## src/rtl/note_player_mc_if.sv

```systemverilog
// note_player_mc_if: shared synchronous ROM port of the note player.
// The master drives the address and the slave returns data one cycle later.
interface note_player_mc_if #(
    parameter int ROM_AW = 8
) ();
    logic [ROM_AW-1:0] rom_addr;
    logic [15:0]       rom_data;

    modport master (output rom_addr, input rom_data);
    modport slave  (input rom_addr, output rom_data);
endinterface

```

## src/rtl/note_player_mc.sv

```systemverilog
// note_player_mc: N-voice note player time-multiplexed over one shared ROM.
// Optional: define NOTE_PLAYER_MC_MUTE_EN to add the per-channel i_mute port.
module note_player_mc #(
    parameter int NUM_CH     = 3,
    parameter int ROM_AW     = 8,
    parameter int PITCH_BASE = 0,
    parameter int ENV_BASE   = 128,
    parameter int ENV_LEN    = 8
) (
    input  logic                 i_clk,
    input  logic                 i_rst_n,
    input  logic                 i_frame_stb,
    input  logic [NUM_CH-1:0]    i_load,
    input  logic [6*NUM_CH-1:0]  i_pitch,
    input  logic [5*NUM_CH-1:0]  i_duration,
    input  logic [4*NUM_CH-1:0]  i_instrument,
`ifdef NOTE_PLAYER_MC_MUTE_EN
    input  logic [NUM_CH-1:0]    i_mute,
`endif
    note_player_mc_if.master     rom,
    output logic [32*NUM_CH-1:0] o_phase_delta,
    output logic [9*NUM_CH-1:0]  o_envelope,
    output logic [NUM_CH-1:0]    o_done,
    output logic                 o_busy,
    output logic                 o_overrun
);
    localparam int CW = (NUM_CH > 1) ? $clog2(NUM_CH) : 1;
    localparam int SW = (ENV_LEN > 1) ? $clog2(ENV_LEN) : 1;

    typedef enum logic [2:0] {
        IDLE, LD_HI, LD_LO, LD_END, FR_ADDR, FR_CAP
    } state_t;

    // shadow registers written by the load pulses
    logic [5:0]        r_sh_pitch [NUM_CH];
    logic [4:0]        r_sh_dur   [NUM_CH];
    logic [3:0]        r_sh_instr [NUM_CH];
    logic [NUM_CH-1:0] r_ld_pend;
    logic              r_fr_pend;

    // sequencer state
    state_t            r_state;
    logic [CW-1:0]     r_ch;
    logic [ROM_AW-1:0] r_addr;
    logic [15:0]       r_hi;
    logic [4:0]        r_cur_dur;
    logic [3:0]        r_cur_instr;

    // per-channel voice state
    logic [NUM_CH-1:0] r_act;
    logic [4:0]        r_dur   [NUM_CH];
    logic [SW-1:0]     r_step  [NUM_CH];
    logic [3:0]        r_instr [NUM_CH];

    logic              w_ld_any;
    logic [CW-1:0]     w_ld_ch;
    logic [CW-1:0]     w_nx_ch;
    logic              w_last;
    logic              w_go_ld;
    logic              w_fr_clr;
    logic [NUM_CH-1:0] w_ld_clr;
    logic [NUM_CH-1:0] w_mute;

`ifdef NOTE_PLAYER_MC_MUTE_EN
    assign w_mute = i_mute;
`else
    assign w_mute = '0;
`endif

    function automatic logic [ROM_AW-1:0] env_addr(
        input logic [3:0]    instr,
        input logic [SW-1:0] step
    );
        logic [31:0] a;
        a = 32'(ENV_BASE) + 32'(instr) * 32'(ENV_LEN) + 32'(step);
        return a[ROM_AW-1:0];
    endfunction

    function automatic logic [ROM_AW-1:0] pitch_addr(input logic [5:0] p);
        logic [31:0] a;
        a = 32'(PITCH_BASE) + 32'(p) * 32'd2;
        return a[ROM_AW-1:0];
    endfunction

    assign rom.rom_addr = r_addr;
    assign o_busy       = (r_state != IDLE);
    assign w_nx_ch      = r_ch + CW'(1);
    assign w_last       = (r_ch == CW'(NUM_CH - 1));
    assign w_fr_clr     = (r_state == FR_CAP) && w_last;

    // pick the lowest pending load; a load may start from IDLE or straight
    // from the end of a frame pass so the sequencer stays busy across both
    always_comb begin
        w_ld_any = |r_ld_pend;
        w_ld_ch  = '0;
        for (int c = NUM_CH - 1; c >= 0; c--) begin
            if (r_ld_pend[c]) w_ld_ch = CW'(c);
        end
        w_go_ld  = w_ld_any && ((r_state == IDLE) || w_fr_clr);
        w_ld_clr = w_go_ld ? (NUM_CH'(1) << w_ld_ch) : '0;
    end

    // shadow capture: the last load before service wins
    always_ff @(posedge i_clk or negedge i_rst_n) begin
        if (!i_rst_n) begin
            for (int c = 0; c < NUM_CH; c++) begin
                r_sh_pitch[c] <= '0;
                r_sh_dur[c]   <= '0;
                r_sh_instr[c] <= '0;
            end
        end else begin
            for (int c = 0; c < NUM_CH; c++) begin
                if (i_load[c]) begin
                    r_sh_pitch[c] <= i_pitch[6*c +: 6];
                    r_sh_dur[c]   <= i_duration[5*c +: 5];
                    r_sh_instr[c] <= i_instrument[4*c +: 4];
                end
            end
        end
    end

    // pending flags; a new load re-arms even while its old one is served
    always_ff @(posedge i_clk or negedge i_rst_n) begin
        if (!i_rst_n) begin
            r_ld_pend <= '0;
            r_fr_pend <= 1'b0;
            o_overrun <= 1'b0;
        end else begin
            r_ld_pend <= (r_ld_pend & ~w_ld_clr) | i_load;
            r_fr_pend <= i_frame_stb | (r_fr_pend & ~w_fr_clr);
            o_overrun <= i_frame_stb & r_fr_pend & ~w_fr_clr;
        end
    end

    // sequencer: pitch loads and per-frame envelope pass over the shared ROM
    always_ff @(posedge i_clk or negedge i_rst_n) begin
        if (!i_rst_n) begin
            r_state       <= IDLE;
            r_ch          <= '0;
            r_addr        <= '0;
            r_hi          <= '0;
            r_cur_dur     <= '0;
            r_cur_instr   <= '0;
            r_act         <= '0;
            o_phase_delta <= '0;
            o_envelope    <= '0;
            o_done        <= '0;
            for (int c = 0; c < NUM_CH; c++) begin
                r_dur[c]   <= '0;
                r_step[c]  <= '0;
                r_instr[c] <= '0;
            end
        end else begin
            o_done <= '0;
            unique case (r_state)
                IDLE: begin
                    if (r_fr_pend) begin
                        r_state <= FR_ADDR;
                        r_ch    <= '0;
                        r_addr  <= env_addr(r_instr[0], r_step[0]);
                    end
                end
                LD_HI: begin
                    r_addr  <= r_addr + ROM_AW'(1);
                    r_state <= LD_LO;
                end
                LD_LO: begin
                    r_hi    <= rom.rom_data;
                    r_state <= LD_END;
                end
                LD_END: begin
                    o_phase_delta[32*int'(r_ch) +: 32] <= {r_hi, rom.rom_data};
                    r_act[r_ch]   <= 1'b1;
                    r_dur[r_ch]   <= r_cur_dur;
                    r_step[r_ch]  <= '0;
                    r_instr[r_ch] <= r_cur_instr;
                    r_state       <= IDLE;
                end
                FR_ADDR: begin
                    r_state <= FR_CAP;
                end
                FR_CAP: begin
                    if (r_act[r_ch]) begin
                        if (r_dur[r_ch] == 5'd0) begin
                            r_act[r_ch]  <= 1'b0;
                            o_envelope[9*int'(r_ch) +: 9] <= '0;
                            o_done[r_ch] <= 1'b1;
                        end else begin
                            o_envelope[9*int'(r_ch) +: 9] <=
                                w_mute[r_ch] ? 9'd0 : rom.rom_data[8:0];
                            r_dur[r_ch] <= r_dur[r_ch] - 5'd1;
                            if (!rom.rom_data[15] &&
                                (r_step[r_ch] != SW'(ENV_LEN - 1)))
                                r_step[r_ch] <= r_step[r_ch] + SW'(1);
                        end
                    end
                    if (w_last) begin
                        r_state <= IDLE;
                    end else begin
                        r_ch    <= w_nx_ch;
                        r_addr  <= env_addr(r_instr[w_nx_ch], r_step[w_nx_ch]);
                        r_state <= FR_ADDR;
                    end
                end
                default: r_state <= IDLE;
            endcase
            if (w_go_ld) begin
                r_state     <= LD_HI;
                r_ch        <= w_ld_ch;
                r_addr      <= pitch_addr(r_sh_pitch[w_ld_ch]);
                r_cur_dur   <= r_sh_dur[w_ld_ch];
                r_cur_instr <= r_sh_instr[w_ld_ch];
            end
        end
    end
endmodule

```

## src/flat_wrapper.sv

```systemverilog
// flat-port wrapper written by rule: the top's interface ports become plain ports
module note_player_mc_flat 
#(
    parameter int NUM_CH     = 3,
    parameter int ROM_AW     = 8,
    parameter int PITCH_BASE = 0,
    parameter int ENV_BASE   = 128,
    parameter int ENV_LEN    = 8
)
  (i_clk, i_rst_n, i_frame_stb, i_load, i_pitch, i_duration, i_instrument, o_phase_delta, o_envelope, o_done, o_busy, o_overrun, rom_rom_addr, rom_rom_data);
  note_player_mc_if #(.ROM_AW(ROM_AW)) rom_i ();
  input  logic i_clk;
  input  logic i_rst_n;
  input  logic i_frame_stb;
  input  logic [NUM_CH-1:0] i_load;
  input  logic [6*NUM_CH-1:0] i_pitch;
  input  logic [5*NUM_CH-1:0] i_duration;
  input  logic [4*NUM_CH-1:0] i_instrument;
  output logic [32*NUM_CH-1:0] o_phase_delta;
  output logic [9*NUM_CH-1:0] o_envelope;
  output logic [NUM_CH-1:0] o_done;
  output logic o_busy;
  output logic o_overrun;
  output wire logic [$bits(rom_i.rom_addr)-1:0] rom_rom_addr;
  input wire logic [$bits(rom_i.rom_data)-1:0] rom_rom_data;
  assign rom_rom_addr = rom_i.rom_addr;
  assign rom_i.rom_data = rom_rom_data;
  note_player_mc #(.NUM_CH(NUM_CH), .ROM_AW(ROM_AW), .PITCH_BASE(PITCH_BASE), .ENV_BASE(ENV_BASE), .ENV_LEN(ENV_LEN)) u_core (.i_clk(i_clk), .i_rst_n(i_rst_n), .i_frame_stb(i_frame_stb), .i_load(i_load), .i_pitch(i_pitch), .i_duration(i_duration), .i_instrument(i_instrument), .rom(rom_i), .o_phase_delta(o_phase_delta), .o_envelope(o_envelope), .o_done(o_done), .o_busy(o_busy), .o_overrun(o_overrun));
endmodule
```

## config.mk

```make
export PLATFORM = sky130hd
export DESIGN_NAME = note_player_mc_flat
export DESIGN_NICKNAME = d
export VERILOG_FILES = /design/src/rtl/note_player_mc_if.sv /design/src/rtl/note_player_mc.sv /design/src/flat_wrapper.sv
export SDC_FILE = /design/constraint.sdc
export NUM_CORES = 1
export LEC_CHECK = 0
export CELL_PAD_IN_SITES_DETAIL_PLACEMENT = 2
export CELL_PAD_IN_SITES_GLOBAL_PLACEMENT = 2
export CORE_MARGIN = 2
export CORE_UTILIZATION = 34
export CTS_BUF_LIST = sky130_fd_sc_hd__clkbuf_8
export DETAILED_ROUTE_END_ITERATION = 10
export PLACE_DENSITY_LB_ADDON = 0.1
export SLEW_MARGIN = 30
export SYNTH_ARGS = -nofsm -noshare
export SYNTH_HDL_FRONTEND = slang
export SYNTH_SLANG_ARGS = --single-unit
```

## constraint.sdc

```tcl
create_clock -name i_clk -period 3.4 [get_ports i_clk]
set_clock_uncertainty 0.05 [all_clocks]
set_input_delay 0.68 -clock i_clk [delete_from_list [all_inputs] [get_ports i_clk]]
set_output_delay 0.68 -clock i_clk [all_outputs]
set_load 0.005 [all_outputs]
```

==> impl_results.md, run 1 <==
- RSZ-0062 raised after global routing: false
- Largest area contributor in the netlist: dfrtp_1
- Via density: about 5
- Initial core utilization: between 30% and 40%
- Worst slew margin: 41.00%
- FMAX: approximately 0.32 GHz
- CTS tree: built
- Setup TNS: 0 ns
- CTS root buffer: clkbuf_8
- Largest net degree at the start of global routing: 73
- Antenna violation net count after detailed routing: 0
- DRT Wirelength: approximately 37000 microns
- DR WL/cell: between 20 and 25 microns
- Top post-synthesis cells by area: dfrtp_1 57%, nand2_1 9.7%, mux2_2 6.5%
- Post-synth top area share: 57.18%
- Worst slew pin tran: between 0.8 and 0.9 ns
- Via count: between 8k and 9k
- Total GRT Usage: between 20% and 30%
- Clk slew on worst S/H paths: around 0.060 ns
- Syn nets: 1139
- Pre-antenna DRT Iters: 4
- Crit path kind: register to register
- CTS buffer count: between 40 and 50
- Leak: 6.275 nW
- Worst Path Required: about 3.8 ns
- # resized after CTS: 0
- Die height: about 180 microns
- Grt ovf: 0
- Final Non-Filler Cells: ~1.7k
- Antenna violations before repair: 0
- Critical path launch point type: register
- Status: complete, no violations
- Clock latency on the worst-skew pair: slightly below 0.6 ns
- CTS Sinks: ~250
- Share of the clock period used by the worst path: just over 90%
- Hold Violations, Final: 0
- Final setup viols: 0
- Arr. time, crit path: roughly 3.6 ns
- Most common cell in the netlist: nand2_1
- EDFF count, synth: 0
- Final HPWL DP: 25580 microns
- Die Wd: between 150 and 200 microns
- ANT cells: 0
- I/O Buffers: between 200 and 250
- Die area: between 30000 and 40000 sq um
- Drc violations: 0
- Cells after Synth: ~1.1k
- Tmin final: 3.138 ns
- Total of warnings raised by yosys: 0
- First-pass GRT wire length: ~57000 microns
- Commonest cells post-synth: 286 x nand2_1, 253 x dfrtp_1, 140 x o21ai_1, 64 x mux2_2, 50 x clkbuf_1
- Vias in the first global route: 9597
- Finished layout cell area: around 15000 sq um
- Ys async rst share: between 90% and 100%
- Synth Area per Inst: ~10 sq um
- Pins over their slew limit: 0
- Crit path max fanout: 33
- Ratio of cells with drive above 1 in the final layout: between 10 and 15%
- Maximum vdd drop: about 0.38 mV
- Cts-stage hold buffer count: 0
- I/O pin count: a little over 200
- Synthesized cell area: around 11000 sq um
- Fin Hold WS: about 0.023 ns
- MaxCap Viol Count: 0
- Nets: between 1k and 1.5k
- Post-placement cell count: around 1.7k
- Ys flop type: dfrtp_1
- Starting DRC count in detailed routing: 371
- Seq/Total Area, Yosys: a little under three fifths
- CTS H-tree lvls: 2
- Post-DP Area: between 10000 and 15000 sq um
- CTS Buffer Depth: 3
- Layout area overhead: 31.74%
- P per Cell Area: approximately 750 nW/um^2
- # rows: between 60 and 70
- Hold Crit Class: input pin to asynchronous set/reset pin
- GPL Wtd Cong: a little under 0.8
- Core area: 32290 sq um
- R2R Setup Slk: 0.26 ns
- Crit. End Element: register
- Postcts setup bufs: 0
- Synth unique cells: 48
- #FFs+latches synth: roughly 250
## final timing paths
| path | startpoint | to | cells past startpoint |
|---|---|---|---|
| min | i_rst_n | u_core.o_envelope[22]$_DFFE_PN0P_ | 1 |
| min in group i_clk | u_core.o_phase_delta[1]$_DFFE_PN0P_ | u_core.o_phase_delta[1]$_DFFE_PN0P_ | 2 |
| max reg2reg | u_core.r_ch[0]$_DFFE_PN0P_ | u_core.o_envelope[14]$_DFFE_PN0P_ | 7 |
| max in group asynchronous | i_rst_n | u_core.o_phase_delta[25]$_DFFE_PN0P_ | 2 |
| min reg2reg | u_core.o_phase_delta[1]$_DFFE_PN0P_ | u_core.o_phase_delta[1]$_DFFE_PN0P_ | 2 |
| max | u_core.r_ch[0]$_DFFE_PN0P_ | u_core.o_envelope[14]$_DFFE_PN0P_ | 7 |
## sequential cells by signal (all words and copies together), names as in the netlist, 3 cells and up, named ones only
register              flops
u_core.o_done             3
u_core.o_envelope        27
u_core.o_phase_delta     96
u_core.r_cur_dur          5
u_core.r_cur_instr        4
u_core.r_dur             15
u_core.r_hi              16
u_core.r_instr           12
u_core.r_ld_pend          3
u_core.r_sh_dur          15
u_core.r_sh_instr        12
u_core.r_sh_pitch        18
u_core.r_state            3
u_core.r_step             9
u_core.rom.rom_addr       8
## kinds of logic after synthesis
kind of cell             count (synthesis)  synth area share (%)
multiplexers                           116                 12.17
AND/OR/NAND/NOR                        358                 13.19
buffers and inverters                   72                 2.644
flip-flops                             253                 57.18
XOR/XNOR                                 9                0.7119
AO/OA/AOI/OAI                          244                 12.97
adder cells (fa/ha/maj)                 10                 1.130
## report_power, final
part	switching, W	internal (W)	total, W
Clock	0.00131	0.00168	0.00299
Combinational	0.00197	0.00169	0.00366
Sequential	0.000610	0.00368	0.00429
Total	0.00389	0.00704	0.0109
## through the flow
| stage | utilization (%) | setup WS, ns | total power, W |
|---|---|---|---|
| floorplan | - | 0.8775 | 0.006190 |
| detailed placement | 42.23 | 0.3295 | 0.008059 |
| global route | 45.18 | 0.03417 | 0.01167 |
| finish | 45.18 | 0.2621 | 0.01094 |
| CTS | 45.18 | 0.2768 | 0.01113 |
| global placement | 42.23 | 0.5200 | 0.007908 |
## placed cells by master (no fill, tap or decap), types with 2 or more instances in the layout
cell type,n
o21ai_1,140
inv_1,20
a211oi_1,5
o21ai_0,22
xnor2_1,5
nor3_1,2
buf_12,4
bufinv_16,2
o21ai_2,3
mux2_1,25
nand2_2,3
a22oi_4,2
and3_1,9
ha_1,10
o211ai_1,3
nand2b_1,4
a22oi_1,25
nor2b_1,4
a21oi_1,17
nor3b_2,2
o31a_1,2
a31oi_1,2
inv_2,2
xor2_1,4
a21o_1,3
a221oi_1,10
nor2_1,28
and2_1,10
nand3_1,9
clkdlybuf4s50_1,201
buf_4,21
mux2_2,64
nand2_1,283
mux2i_1,12
clkbuf_8,58
mux2_4,15
dfrtp_1,253
clkinv_2,2
## routing by layer
layer,global-route usage [%],wire (microns),vias to the layer above
li1,-,-,4043
met3,3.932,1749,60
met5,0,0,-
met2,37.56,18160,206
met1,28.70,16180,4455
met4,6.144,817,0
## worst max-delay path, cell delays in order (launching register included)
cell	delay (ns)
dfrtp_1	0.66
inv_1	0.26
ha_1	0.62
and2_1	0.39
nor2b_2	0.21
buf_4	0.41
nand2_1	0.25
o21ai_1	0.20
## layout make-up
type / count / area, sq um
inverter: 5 / 18.77
clock buffer: 58 / 798.3
timing repair buffer: 227 / 2265
clock inverter: 23 / 152.6
fill: 3312 / 17700
sequential: 253 / 6331
tap: 442 / 553.0
multi-input combinational: 737 / 4468
No activity file was read; power rests on OpenSTA's default activity.
==> inputs of run 2 (changes only) <==
--- a/config.mk
+++ b/config.mk
@@ -7,11 +7,14 @@
 export LEC_CHECK = 0
 export CELL_PAD_IN_SITES_DETAIL_PLACEMENT = 2
 export CELL_PAD_IN_SITES_GLOBAL_PLACEMENT = 2
+export CORE_ASPECT_RATIO = 2
 export CORE_MARGIN = 2
-export CORE_UTILIZATION = 34
+export CORE_UTILIZATION = 42
 export CTS_BUF_LIST = sky130_fd_sc_hd__clkbuf_8
 export DETAILED_ROUTE_END_ITERATION = 10
+export DONT_BUFFER_PORTS = 1
 export PLACE_DENSITY_LB_ADDON = 0.1
+export REMOVE_ABC_BUFFERS = 1
 export SLEW_MARGIN = 30
 export SYNTH_ARGS = -nofsm -noshare
 export SYNTH_HDL_FRONTEND = slang
==> impl_results.md, run 2 (same netlist as run 1, synthesis figures left out) <==
- Top reg by flops: u_core.o_phase_delta
- Grt ovf: 0
- Drc violations: 0
- Slowest cell on the critical path: nor2b_1
- Utilization after layout: 46.77%
- First-pass GRT wire length: around 52000 microns
- Switching Fraction: 36.68%
- I/O pin count: roughly 200
- Nets: roughly 1.1k
- Antenna violation net count after detailed routing: 0
- Pre-antenna DRT Iters: 4
- DRT Wirelength: 33010 microns
- Layout area overhead: 10.11%
- DR WL/cell: approximately 23 microns
- CTS tree: built
- CTS buffer count: 39
- Largest net degree at the start of global routing: 254
- Clock share of power: a little over a quarter
- Final HPWL DP: roughly 22000 microns
- RSZ-0062 raised after global routing: false
- Slowest stage delay, CP: about 0.73 ns
- # fillers: roughly 2.8k
- Largest delay contributor family on the critical path: simple AND/OR/NAND/NOR gates
- Ratio of cells with drive above 1 in the final layout: about 16%
- # resized after CTS: 0
- Via density: approximately 5.6
- Total Power: 0.009680 W
- Failing checks: negative hold slack
- Int Power: around 0.0061 W
- Vias in the first global route: slightly below 9k
- Post-route setup slack: between 0.2 and 0.3 ns
- CTS Sinks: about 250
- Via count: 7998
- Worst slew pin tran: approximately 0.82 ns
- Initial core utilization: a little over two fifths
- Final setup viols: 0
- Net Switching: approximately 0.0036 W
- Core area: 26070 sq um
- Tmin final: ~3.1 ns
- Dpl ws: roughly 0.36 ns
- I/O Buffers: 0
- Clock latency on the worst-skew pair: approximately 0.56 ns
- Die Wd: between 100 and 150 microns
- CTS root buffer: clkbuf_8
- Pins over their slew limit: 0
- Crit path max fanout: 14
- Worst Path Required: approximately 3.8 ns
- Fin Hold WS: -0.2286 ns
- Total GRT Usage: between 20% and 30%
- Crit-path cells: nor2b_1 > a22oi_1 > ha_1 > nand4b_4 > a21o_1 > and2_1 > mux2_4
- GPL Wtd Cong: 0.8015
- Comb pwr share: between 20 and 30%
- Hold Crit Class: input pin to asynchronous set/reset pin
- # rows: between 80 and 90
- Leading cell types in the layout, fill and taps excluded: 283 x nand2_1, 253 x dfrtp_1, 140 x o21ai_1, 64 x mux2_2, 49 x clkbuf_8
- Maximum vdd drop: just over 0.4 mV
- Highest routed metal layer: met4
- Leak: roughly 5.3 nW
- CTS Buffer Depth: 3
- MaxCap Viol Count: 0
- Largest registers: u_core.o_phase_delta x96, u_core.o_envelope x27, u_core.r_sh_pitch x18
- Die height: 233.6 microns
- FMAX: ~0.32 GHz
- WL met2: 16660 microns
- P per Cell Area: 794.0 nW/um^2
- CTS H-tree lvls: 2
- Arr. time, crit path: between 3 and 4 ns
- WP buf/inv: 0
- Clk slew on worst S/H paths: roughly 0.060 ns
- Share of the clock period used by the worst path: between 90% and 100%
- Status: finished with violations
- Most common cell after layout, fill and taps aside: nand2_1
- Critical path launch point type: register
- Die area: 27750 sq um
- Crit. End Element: register
- Crit path kind: register to register
- Flip-flop count of the largest register after layout: 96
- Starting DRC count in detailed routing: between 200 and 300
- Postcts setup bufs: 0
- Met3 routed WL: ~1800 microns
- Seq pwr share: a little under half
- ANT cells: 0
- Routed met1 length: 13810 microns
- Hold Violations, Final: ~250
- Antenna violations before repair: 0
- Worst slew margin: a little over two fifths
run 2: changes by cell type in the layout (fill, tap and decap cells not counted), moves of 2 or more:
cell             change
clkdlybuf4s50_1    -201
clkbuf_8             -9
inv_1                -6
buf_12               -3
clkinv_2             -2
clkinvlp_4           +2
run 2: per-stage QoR:
stage | std cells | setup TNS (ns) | hold WS [ns] | area [sq um]
after floorplan | 995 | -45.87 | 0.3344 | 10800
after global placement | 1360 | 0 | 0.3398 | 11420
after detailed placement | 1360 | 0 | 0.3434 | 11420
after CTS | 1424 | 0 | -0.2692 | 12190
after global routing | 1424 | 0 | -0.2660 | 12190
final | 1424 | 0 | -0.2286 | 12190
run 2: final timing paths:
| check | from | end | slack [ns] | depth (start not counted) |
|---|---|---|---|---|
| max in group asynchronous | i_rst_n | u_core.r_step[6]$_DFFE_PN0P_ | 3.00 | 0 |
| hold / removal | i_rst_n | u_core.r_sh_dur[11]$_DFFE_PN0P_ | -0.23 | 0 |
| min in group i_clk | i_frame_stb | u_core.r_fr_pend$_DFF_PN0_ | 0.17 | 1 |
| setup reg to reg | u_core.r_ch[0]$_DFFE_PN0P_ | u_core.r_dur[7]$_DFFE_PN0P_ | 0.26 | 7 |
| setup / recovery | u_core.r_ch[0]$_DFFE_PN0P_ | u_core.r_dur[7]$_DFFE_PN0P_ | 0.26 | 7 |
| hold reg to reg | u_core.r_instr[7]$_DFFE_PN0P_ | u_core.r_instr[7]$_DFFE_PN0P_ | 0.45 | 1 |
run 2: power by group through the flow:
stage / combinational, W / clock, W / sequential (W)
after floorplan: 0.00191 / 0 / 0.00417
after global placement: 0.00260 / 0 / 0.00439
after detailed placement: 0.00276 / 0 / 0.00441
after CTS: 0.00281 / 0.00265 / 0.00438
after global routing: 0.00306 / 0.00279 / 0.00447
final: 0.00274 / 0.00256 / 0.00438
run 2: cell type report:
| class | count | area, sq um | share of cell area, % |
|---|---|---|---|
| timing repair buffer | 21 | 170.2 | 1.396 |
| inverter | 5 | 18.77 | 0.1539 |
| clock buffer | 49 | 674.4 | 5.532 |
| tap | 344 | 430.4 | 3.530 |
| clock inverter | 15 | 93.84 | 0.7697 |
| multi-input combinational | 737 | 4473 | 36.69 |
| sequential | 253 | 6331 | 51.93 |
run 2: per-layer routing:
layer  GRT usage, %  vias to the layer above
li1               -                     3626
met1          30.46                     4162
met2          40.46                      164
met3          6.274                       46
met4          7.106                        0
met5              0                        -
